===== config.mk =====
export PLATFORM = sky130hd
export DESIGN_NAME = rcosc_tick_seq
export DESIGN_NICKNAME = d
export VERILOG_FILES = /design/src/rtl/rcosc_tick_seq_pkg.sv /design/src/rtl/rcosc_tick_seq_sync_2ff.sv /design/src/rtl/rcosc_tick_seq.sv
export SDC_FILE = /design/constraint.sdc
export NUM_CORES = 1
export LEC_CHECK = 0
export CELL_PAD_IN_SITES_DETAIL_PLACEMENT = 1
export CELL_PAD_IN_SITES_GLOBAL_PLACEMENT = 2
export CORE_MARGIN = 3
export CORE_UTILIZATION = 39
export DETAILED_ROUTE_END_ITERATION = 8
export PLACE_DENSITY = 0.89
export SLEW_MARGIN = 25
export SYNTH_ARGS = -nofsm -noshare
export SYNTH_HDL_FRONTEND = slang
export SYNTH_SLANG_ARGS = --single-unit
export TNS_END_PERCENT = 1

===== constraint.sdc =====
create_clock -name CLK -period 2.5 [get_ports CLK]
set_input_delay 0.25 -clock CLK [delete_from_list [all_inputs] [get_ports CLK]]
set_output_delay 0.25 -clock CLK [all_outputs]
set_load 0.05 [all_outputs]

===== src/rtl/rcosc_tick_seq_pkg.sv =====
// Shared constants for the RC-oscillator tick generator and fabric reset sequencer.
package rcosc_tick_seq_pkg;

  typedef enum logic [1:0] {
    ST_WAIT  = 2'b00,
    ST_RUN   = 2'b01,
    ST_FAULT = 2'b10
  } state_e;

  localparam int unsigned MS_PER_S   = 1000;
  localparam int unsigned HB_HALF_MS = MS_PER_S / 2;

endpackage


===== src/rtl/rcosc_tick_seq_sync_2ff.sv =====
// Two-flop synchronizer for a single asynchronous level; resets to 0.
module sync_2ff (
  input  logic clk_i,
  input  logic rst_ni,
  input  logic d_i,
  output logic q_o
);

  logic [1:0] sync_q;

  always_ff @(posedge clk_i or negedge rst_ni) begin
    if (!rst_ni) begin
      sync_q <= '0;
    end else begin
      sync_q <= {sync_q[0], d_i};
    end
  end

  assign q_o = sync_q[1];

endmodule


===== src/rtl/rcosc_tick_seq.sv =====
// 1 ms / 1 s tick generator with heartbeat, plus a LOCK-qualified fabric reset
// sequencer (WAIT -> RUN on sustained lock, WAIT -> FAULT on timeout).
module rcosc_tick_seq
  import rcosc_tick_seq_pkg::*;
#(
  parameter int unsigned TICK_DIV        = 1000,
  parameter int unsigned HOLD_MS         = 10,
  parameter int unsigned LOCK_TIMEOUT_MS = 100
) (
  input  logic       CLK,
  input  logic       RESETN,
  input  logic       LOCK,
  output logic       TICK_1MS,
  output logic       TICK_1S,
  output logic       HEARTBEAT,
  output logic       FAB_RESETN,
  output logic       FAULT,
  output logic [1:0] STATE
);

  localparam int unsigned PW = (TICK_DIV > 1) ? $clog2(TICK_DIV) : 1;
  localparam logic [PW-1:0] PRESC_LAST = PW'(TICK_DIV - 1);
  localparam logic [9:0]    MS_LAST    = 10'(MS_PER_S - 1);
  localparam logic [9:0]    MS_MID     = 10'(HB_HALF_MS - 1);
  localparam logic [7:0]    HOLD       = 8'(HOLD_MS);
  localparam logic [9:0]    TMO        = 10'(LOCK_TIMEOUT_MS);

  logic [PW-1:0] presc_q, presc_d;
  logic [9:0]    ms_q, ms_d;
  logic          tick_q, tick_d;
  logic          tick1s_q, tick1s_d;
  logic          hb_q, hb_d;
  logic          lock_s;
  state_e        state_q, state_d;
  logic [7:0]    stable_q, stable_d, stable_inc;
  logic [9:0]    tmo_q, tmo_d, tmo_inc;
  logic          fab_q, fault_q;

  sync_2ff u_lock_sync (
    .clk_i  (CLK),
    .rst_ni (RESETN),
    .d_i    (LOCK),
    .q_o    (lock_s)
  );

  // Tick outputs are registered from next-state values so each flop is high
  // exactly while the prescaler/ms counter hold the qualifying value.
  always_comb begin
    presc_d  = (presc_q == PRESC_LAST) ? '0 : presc_q + PW'(1);
    ms_d     = ms_q;
    if (tick_q) begin
      ms_d = (ms_q == MS_LAST) ? '0 : ms_q + 10'd1;
    end
    tick_d   = (presc_d == PRESC_LAST);
    tick1s_d = tick_d && (ms_d == MS_LAST);
    hb_d     = hb_q ^ (tick_q && ((ms_q == MS_MID) || (ms_q == MS_LAST)));
  end

  always_comb begin
    state_d    = state_q;
    stable_d   = '0;
    tmo_d      = '0;
    stable_inc = (stable_q == '1) ? stable_q : stable_q + 8'd1;
    tmo_inc    = (tmo_q == '1) ? tmo_q : tmo_q + 10'd1;
    unique case (state_q)
      ST_WAIT: begin
        stable_d = lock_s ? (tick_q ? stable_inc : stable_q) : '0;
        tmo_d    = tick_q ? tmo_inc : tmo_q;
        if (lock_s && tick_q && (stable_inc == HOLD)) begin
          state_d = ST_RUN;
        end else if (tick_q && (tmo_inc == TMO)) begin
          state_d = ST_FAULT;
        end
      end
      ST_RUN: begin
        if (!lock_s) begin
          state_d = ST_WAIT;
        end
      end
      ST_FAULT: begin
        state_d = ST_FAULT;
      end
      default: begin
        state_d = ST_WAIT;
      end
    endcase
  end

  always_ff @(posedge CLK or negedge RESETN) begin
    if (!RESETN) begin
      presc_q  <= '0;
      ms_q     <= '0;
      tick_q   <= 1'b0;
      tick1s_q <= 1'b0;
      hb_q     <= 1'b0;
      state_q  <= ST_WAIT;
      stable_q <= '0;
      tmo_q    <= '0;
      fab_q    <= 1'b0;
      fault_q  <= 1'b0;
    end else begin
      presc_q  <= presc_d;
      ms_q     <= ms_d;
      tick_q   <= tick_d;
      tick1s_q <= tick1s_d;
      hb_q     <= hb_d;
      state_q  <= state_d;
      stable_q <= stable_d;
      tmo_q    <= tmo_d;
      fab_q    <= (state_d == ST_RUN);
      fault_q  <= (state_d == ST_FAULT);
    end
  end

  assign TICK_1MS   = tick_q;
  assign TICK_1S    = tick1s_q;
  assign HEARTBEAT  = hb_q;
  assign FAB_RESETN = fab_q;
  assign FAULT      = fault_q;
  assign STATE      = state_q;

endmodule


* Word level (Yosys, flattened, before mapping) *
Cells that the tools add are included.
Widths: inputs -> output; s select.

cells by class
  add/subtract/negate cells = 4
  multipliers = 0
  div/mod/pow operators = 0
  $lt $le $gt $ge = 0
  equal/unequal tests = 15
  shift-type cells = 0
  multiplexer cells = 14
  bitwise logic cells = 1
  reduce and logical (&&, ||, !) cells = 7

operators with widths
  cell                   count
  $mux 10                6
  $eq 10x10->1 const B   5
  $mux 8                 4
  $add 10x1->10 const B  3
  $eq 10x7->1 const B    1
  $eq 10x9->1 const B    1
  $add 8x1->8 const B    1
  $eq 8x4->1 const B     1
  $eq 8x8->1 const B     1
  $mux 2                 3
  $pmux 2 s3             1
  $logic_and 1x1->1      5
  $eq 2x1->1 const B     2
  $eq 2x2->1 const B     2
  $ne 3x3->1 const B     1
  $logic_not 2->1        1
  $ne 2x2->1 const B     1
  $logic_or 1x1->1       1
  $xor 1x1->1            1

storage, ports and cells
  bits in registers = 47
  latch bits = 0
  bits in writable memories = 0
  ROM bits = 0
  bits of input ports = 3
  output and inout port bits = 7
  word-level logic and storage cells = 52
  memories kept = 0

* Longest topological paths before layout *
Gate-level depths: netlist of the first run.

  word-level depth = 8
  gate-level depth with buffers = 7
  gate-level depth less buffers = 7

* Hierarchy *
Synthesis of the first run repeated with hierarchy kept, for this count alone.

second synthesis, totals
  cells, all modules = 277
  area, all modules = 2567.5 um^2

modules (own cells, without submodules)
  module          instances  cells each  area an instance (um^2)  sequential area each (um^2)
  rcosc_tick_seq  1          275         2517.4                   1126.1
  sync_2ff        1          2           50.0                     50.0

* Worst setup path before layout of the first run *
No wires, ideal clock.

  path kind = register to register
  start = reg tick_q, in the netlist TICK_1MS
  end = reg tmo_q[3]
  library setup time = 130 ps
  arrival time = 1751 ps
  data required time = 2370 ps
  path slack = 618 ps
  stages on the path, launching flop included = 6
  path buffers = 0
  clock period less this slack = 1882 ps
  path through = dfrtp_1 clkinv_1 a31oi_2 nand4_1 xor2_1 nor2_1

on the way
  longest elaborated chain between the ends = 1

ends and longest elaborated chain
  what                    RTL line               source
  start, declared         rcosc_tick_seq.sv:30   logic tick_q, tick_d;
  start signal, assigned  rcosc_tick_seq.sv:104  tick_q <= tick_d;
  $ne 2x2->1 (no line)    n/a
  end signal, assigned    rcosc_tick_seq.sv:109  tmo_q <= tmo_d;
  end, declared           rcosc_tick_seq.sv:36   logic [9:0] tmo_q, tmo_d, tmo_inc;

Every way passes these cells.
A chain may end at the register's enable or synchronous reset.

* Final worst setup path of the first run *
  start = reg tmo_q[0]
  end = reg tmo_q[3]

on the way
  longest elaborated chain between the ends = 4
  elaborated cells between the ends (all ways) = 5
  those cells by class = add/sub: 1; eq/ne: 1; mux: 3

ends and longest elaborated chain
  what                                                  RTL line              source
  $add 10x1->10 / $eq 10x10->1 (equally long branches)  rcosc_tick_seq.sv:64  tmo_inc = (tmo_q == '1) ? tmo_q : tmo_q + 10'd1;
  $mux 10 *                                             rcosc_tick_seq.sv:64
  $mux 10 *                                             rcosc_tick_seq.sv:68  tmo_d = tick_q ? tmo_inc : tmo_q;
  $mux 10 *                                             rcosc_tick_seq.sv:65  unique case (state_q)

Mark *: on every way between the ends. The rest lies on a longest branch, timed or not. The select of a mux whose other input is x is not followed.

==> out/qor.csv, run 1 <==
stage,metric,value,unit
synth,number of synthesized flops with an enable pin,0,
clock_tree,Post-CTS Setup Inserts,0,
clock_tree,worst skew pair latency,0.31,ns
pwr,switching portion of total power,23.24,%
global_route,pin count of the biggest net entering global routing,25,
pwr,pwr/cell area,450.3,nW/um^2
global_route,first-pass GRT wire length,9832,um
setup_path,critical path required time,2.69,ns
clock_tree,Hold Buf Count CTS,1,
synth,"Seq/Total Area, Yosys",47.07,%
synth,synthesized flop and latch total,47,
timing,setup TNS,0,ns
routing,DR vias/cell,5.608,
place,DP HPWL,3970,um
die,Rows,28,
pwr,Clock power frac,37.4,%
clock_tree,CTS tree,yes,
global_route,met1 Use GR,22.78,%
synth,asr flop ratio synth,100.0,%
synth,post-synthesis net count,264,
final_layout,layout cells sized above 1,8.456,%
routing,drt wl/cell,15.69,um
global_route,Congestion Overflow GR,0,
place,IO buf count,9,
routing,via count,1946,
timing,"Setup violations, final",0,
timing,Worst Tran Pin Value,0.6553,ns
place,GPL Wtd Cong,0.7675,
final_layout,"commonest non-fill, non-tap cell in the layout",dfrtp_1,
synth,Syn Area/Cell,9.760,sq um
final_layout,Antenna Cells,0,
synth,count of cell types in the netlist,51,
min_path,HP Class,register to register,
pwr,Comb power frac,1.9,%
setup_path,CP endpoint kind,register,
die,Starting Density,41.23,%
setup_path,Setup crit start kind,register,
clock_tree,H-Tree Depth,2,
setup_path,WS Path Type,register to register,
global_route,met3 Usage GRT,3.458,%
routing,first-pass iteration count of the detailed router,4,
global_route,initial antenna violation count,0,
clock_tree,CTS resizes,0,
synth,Yosys Warn Count,0,
final_layout,P&R area growth vs syn,11.57,%
global_route,met2 Usage GRT,26.21,%
clock_tree,CTS Buffer Depth,2,
setup_path,CP arrival,2.23,ns
die,Die Width,86.04,um
place,DP Area,2693,sq um
pwr,Sequential Power Share,60.7,%
pwr,Psw,0.2917,mW
routing,Routed Antenna Nets,0,
routing,Starting DRT DRC Count,76,
timing,Clock Skews,0.01340,ns
timing,Final Hold Fails,0,
timing,RSZ-0062 raised after global routing,false,
final_layout,design area,2788,sq um
clock_tree,"CTS clk-pin slew, worst paths",0.08,ns
final_layout,Fillers,701,
setup_path,Crit Path Max Fanout,9,
status,status,finished clean,
timing,minimum clock period,2.045,ns
synth,Post-synth top flop,dfrtp_1,
die,chip height,86.04,um
synth,Netlist Area Pre-Place,2499,sq um
clock_tree,Num CTS Buffers,5,
routing,DRC errors left,0,
pwr,Pleak,1.213,nW
clock_tree,root buffer cell,clkbuf_8,
pwr,Power Internal,0.9636,mW
routing,Routed WL,5445,um
die,Ports,10,
timing,f_max,488.9,MHz
die,DIE AREA,7403,sq um
pwr,overall power,1.255,mW
die,core area,6061,sq um
clock_tree,Clock Sinks,47,
global_route,All-Layer GR Usage,16.41,%
pwr,Max VDD drop,312.8,uV
timing,max-slew violation count,0,
run,maxcap violations,0,
timing,final period utilization,81.81,%
final_layout,most frequent cells in the layout,"dfrtp_1 (47), nor2_1 (26), nand2_1 (19)",
global_route,vias in the first global route,2004,
global_route,global route hottest layer,met2,
final_layout,nets@finish,279,
synth,Post-Syn Instances,256,
timing,Worst slew margin,55.85,%
routing by layer:
layer  up-vias  wire length (um)
met4         0                47
met5         -                 0
li1        951                 -
met1       971              2663
met3         6               134
met2        18              2600
stage by stage:
stage | std cells | hold slack [ns] | utilization, % | setup WS (ns)
5_1_grt | 347 | 0.3756 | 46.00 | 0.2073
6_report | 347 | 0.3569 | 46.00 | 0.4548
3_3_place_gp | 338 | 0.2836 | 44.43 | 0.4632
2_1_floorplan | 256 | -0.04559 | - | 0.6183
4_1_cts | 347 | 0.3597 | 46.00 | 0.3829
3_5_place_dp | 338 | 0.2810 | 44.43 | 0.4132
logic make-up after synthesis:
family                   count (synthesis)  share of synthesized area (%)
adder cells (fa/ha/maj)                  5                          2.504
buffers and inverters                   17                          2.603
flip-flops                              47                          47.07
multiplexers                             5                          2.003
XOR/XNOR                                21                          7.361
AND/OR/NAND/NOR                        123                          28.24
AO/OA/AOI/OAI                           38                          10.22
synth_stat cells (2+ instances only):
master | instances | area (sq um)
a21oi_1 | 11 | 55.05
a22o_1 | 3 | 26.28
a311oi_1 | 2 | 17.52
and3_1 | 7 | 43.79
and4_1 | 2 | 17.52
and4b_1 | 2 | 20.02
clkbuf_1 | 3 | 11.26
dfrtp_1 | 47 | 1176
ha_1 | 5 | 62.56
inv_1 | 11 | 41.29
mux2i_1 | 5 | 50.05
nand2_1 | 19 | 71.32
nand2b_1 | 2 | 12.51
nand2b_4 | 2 | 27.53
nand3_1 | 14 | 70.07
nand3b_1 | 3 | 22.52
nand4_1 | 13 | 81.33
nor2_1 | 26 | 97.59
nor2b_1 | 4 | 25.02
nor3_1 | 11 | 55.05
nor3b_1 | 2 | 15.01
nor4_1 | 4 | 25.02
o21ai_0 | 8 | 40.04
o22ai_1 | 2 | 12.51
or2_2 | 2 | 12.51
or3_1 | 2 | 12.51
xnor2_1 | 11 | 96.34
xor2_1 | 10 | 87.58
power by group through the flow:
| stage | Clock, mW | Combinational [mW] | Sequential [mW] |
|---|---|---|---|
| after global placement | 0 | 0.0243 | 0.777 |
| after global routing | 0.523 | 0.0282 | 0.762 |
| final | 0.470 | 0.0236 | 0.762 |
| after detailed placement | 0 | 0.0245 | 0.777 |
| after CTS | 0.484 | 0.0258 | 0.762 |
| after floorplan | 0 | 0.00148 | 0.777 |
worst max-delay path, cell delays in order (launching register included):
cell	delay [ns]
dfrtp_1	0.45
ha_1	0.29
nand4_1	0.14
nor2_1	0.10
a31oi_2	0.50
nand4_1	0.20
xor2_1	0.19
nor2_1	0.06
worst paths after layout:
kind                       cells past startpoint  slack [ns]                   from                     to
min in group asynchronous                      2        0.46                 RESETN            stable_q[2]
setup reg to reg                               7        0.45               tmo_q[0]               tmo_q[3]
max in group asynchronous                      3        1.51                 RESETN               tmo_q[0]
setup / recovery                               7        0.45               tmo_q[0]               tmo_q[3]
hold reg to reg                                0        0.36  u_lock_sync.sync_q[0]  u_lock_sync.sync_q[1]
hold / removal                                 0        0.36  u_lock_sync.sync_q[0]  u_lock_sync.sync_q[1]
state kept, by name, indices dropped and copies added, names as in the netlist:
register and cells:
presc_q 10, stable_q 8, STATE 2, TICK_1MS 1, HEARTBEAT 1, FAB_RESETN 1
ms_q 10, FAULT 1, TICK_1S 1, tmo_q 10, u_lock_sync.sync_q 2
layout make-up:
cell class | instances | area, sq um | area share [%]
inverters | 12 | 45.04 | 1.616
clock inverters | 2 | 12.51 | 0.4488
well taps | 75 | 93.84 | 3.366
repair buffers | 13 | 130.1 | 4.668
flip-flops and latches | 47 | 1176 | 42.19
multi-input cells | 192 | 1257 | 45.11
clock buffers | 6 | 72.57 | 2.603
No activity file was read; power rests on OpenSTA's default activity.
==> inputs of run 2 (changes only) <==
- clock period: 2.5 -> 1.9 ns (I/O delays scaled with it)
==> run 2 against run 1 <==
Against the previous run: worst hold slack got worse by 0.0062 ns; clock power rose by 37%; flip-flop and latch count did not move; first-iteration DRC count rose by 11%; clock skew fell by 0.0026 ns; maximum frequency rose by 10%; design area rose by 7.4%; largest power group unchanged; count of clock-buffer cells in the layout fell by 1; register-to-register slack got worse by 0.41 ns; critical path depth fell by 1; sequential share of layout area fell by 2.8 points.
==> out/qor.csv, run 2 (synthesis gave the netlist of run 1 again) <==
stage,metric,value,unit
routing,DR vias/cell,5.641,
status,status,finished clean,
min_path,HP Start,LOCK,
timing,fin worst setup slack,0.04811,ns
final_layout,layout cells sized above 1,19.66,%
global_route,met3 Usage GRT,2.978,%
final_layout,"commonest non-fill, non-tap cell in the layout",dfrtp_1,
timing,Clock Skews,0.01079,ns
global_route,vias in the first global route,2227,
place,IO buf count,9,
die,core area,6061,sq um
die,Starting Density,41.23,%
setup_path,buffers and inverters on the worst path,0,
global_route,Congestion Overflow GR,0,
timing,"Setup violations, final",0,
die,Ports,10,
timing,final period utilization,97.47,%
global_route,met2 Usage GRT,31.11,%
clock_tree,Num CTS Buffers,5,
die,Rows,28,
final_layout,Fillers,707,
setup_path,critical path required time,2.12,ns
routing,DRC errors left,0,
die,chip height,86.04,um
clock_tree,root buffer cell,clkbuf_8,
global_route,All-Layer GR Usage,17.89,%
routing,Starting DRT DRC Count,84,
timing,minimum clock period,1.852,ns
setup_path,Slowest cell on crit path,dfrtp_1,
global_route,global route hottest layer,met2,
timing,max-slew violation count,0,
global_route,pin count of the biggest net entering global routing,26,
pwr,Pleak,1.301,nW
routing,drt wl/cell,16.70,um
min_path,HP Class,input pin to register,
timing,hold slack final,0.3508,ns
place,cell count after placement,353,
clock_tree,worst skew pair latency,0.31,ns
final_layout,Antenna Cells,0,
clock_tree,CTS Buffer Depth,2,
setup_path,Crit path max-delay family,simple AND/OR/NAND/NOR gates,
setup_path,CP arrival,2.07,ns
setup_path,CP peak stage delay,0.43,ns
routing,Routed WL,6095,um
clock_tree,Clock Sinks,47,
setup_path,"Cell Chain, Critical Path",ha_2 -> nand3_1 -> nor2_1 -> mux2i_1 -> a41oi_2 -> nor3_1,
die,Die Width,86.04,um
die,DIE AREA,7403,sq um
pwr,pwr/cell area,560.9,nW/um^2
final_layout,P&R area growth vs syn,19.83,%
clock_tree,CTS tree,yes,
clock_tree,H-Tree Depth,2,
setup_path,r2r setup slk,0.05,ns
setup_path,Crit Path Max Fanout,7,
pwr,Max VDD drop,259.1,uV
run,maxcap violations,0,
final_layout,biggest regs,"ms_q x10, presc_q x10, tmo_q x10",
final_layout,area of the multi-input gates,1304,sq um
timing,Worst Tran Pin Value,0.6246,ns
timing,RSZ-0062 raised after global routing,true,
timing,f_max,540.0,MHz
global_route,first-pass GRT wire length,10620,um
final_layout,most frequent cells in the layout,"dfrtp_1 (45), nor2_1 (25), nand2_1 (19), buf_4 (19), nand3_1 (14)",
setup_path,Critical Path Start,stable_q[0],
place,pre-CTS WS,-0.03846,ns
setup_path,Setup crit start kind,register,
global_route,met1 Use GR,22.46,%
setup_path,WS Path Type,register to register,
routing,Routed Antenna Nets,0,
clock_tree,"CTS clk-pin slew, worst paths",0.10,ns
final_layout,nets@finish,297,
place,DP Area,2815,sq um
setup_path,reg-to-reg startpoint,stable_q[0],
routing,first-pass iteration count of the detailed router,4,
final_layout,Final Core Density,49.40,%
place,DP HPWL,4371,um
final_layout,design area,2994,sq um
final_layout,Non-Filler Instances,365,
place,GPL Wtd Cong,0.7492,
routing,via count,2059,
setup_path,CP endpoint kind,register,
final_layout,register area,1179,sq um
global_route,initial antenna violation count,0,
timing,Worst slew margin,58.36,%
timing,Final Hold Fails,0,
run 2: what timing repair did:
item,CTS,global route
gates resized for setup,2,13
gates cloned,0,0
buffers inserted,0,3
hold endpoints to repair,24,0
pin swaps,1,9
hold buffers,1,0
setup endpoints to repair,5,7
run 2: metrics by stage:
step / total power, mW / TNS, ns
floorplan: 1.024 / 0
global placement: 1.055 / 0
detailed placement: 1.056 / -0.06608
CTS: 1.698 / 0
global route: 1.739 / -0.1660
finish: 1.679 / 0
run 2: routing by layer:
| layer | wire length (um) | vias to the layer above |
|---|---|---|
| met4 | 125 | 0 |
| met1 | 2709 | 1041 |
| met2 | 3165 | 16 |
| met5 | 0 | - |
| li1 | - | 991 |
| met3 | 94 | 11 |
run 2: report_power, final:
part / total (mW) / switching (mW) / internal (mW)
combinational: 0.0329 / 0.0247 / 0.00819
clock: 0.643 / 0.379 / 0.264
sequential: 1.00 / 0.00169 / 1.00
total: 1.68 / 0.406 / 1.27
run 2: cell type report:
class                           instances  area share, %
Tap cell                               75          3.134
Clock buffer                            5          2.298
Timing Repair Buffer                   31          9.319
Sequential cell                        47          39.36
Clock inverter                          3         0.7940
Inverter                               12          1.546
Multi-Input combinational cell        192          43.54
run 2: final timing paths:
kind	to	cells past startpoint
worst max-delay path	STATE[0]	6
worst min-delay path	u_lock_sync.sync_q[0]	1
worst max register to register	STATE[0]	6
worst min register to register	u_lock_sync.sync_q[1]	0
max in group asynchronous	ms_q[3]	3
min in group asynchronous	HEARTBEAT	2
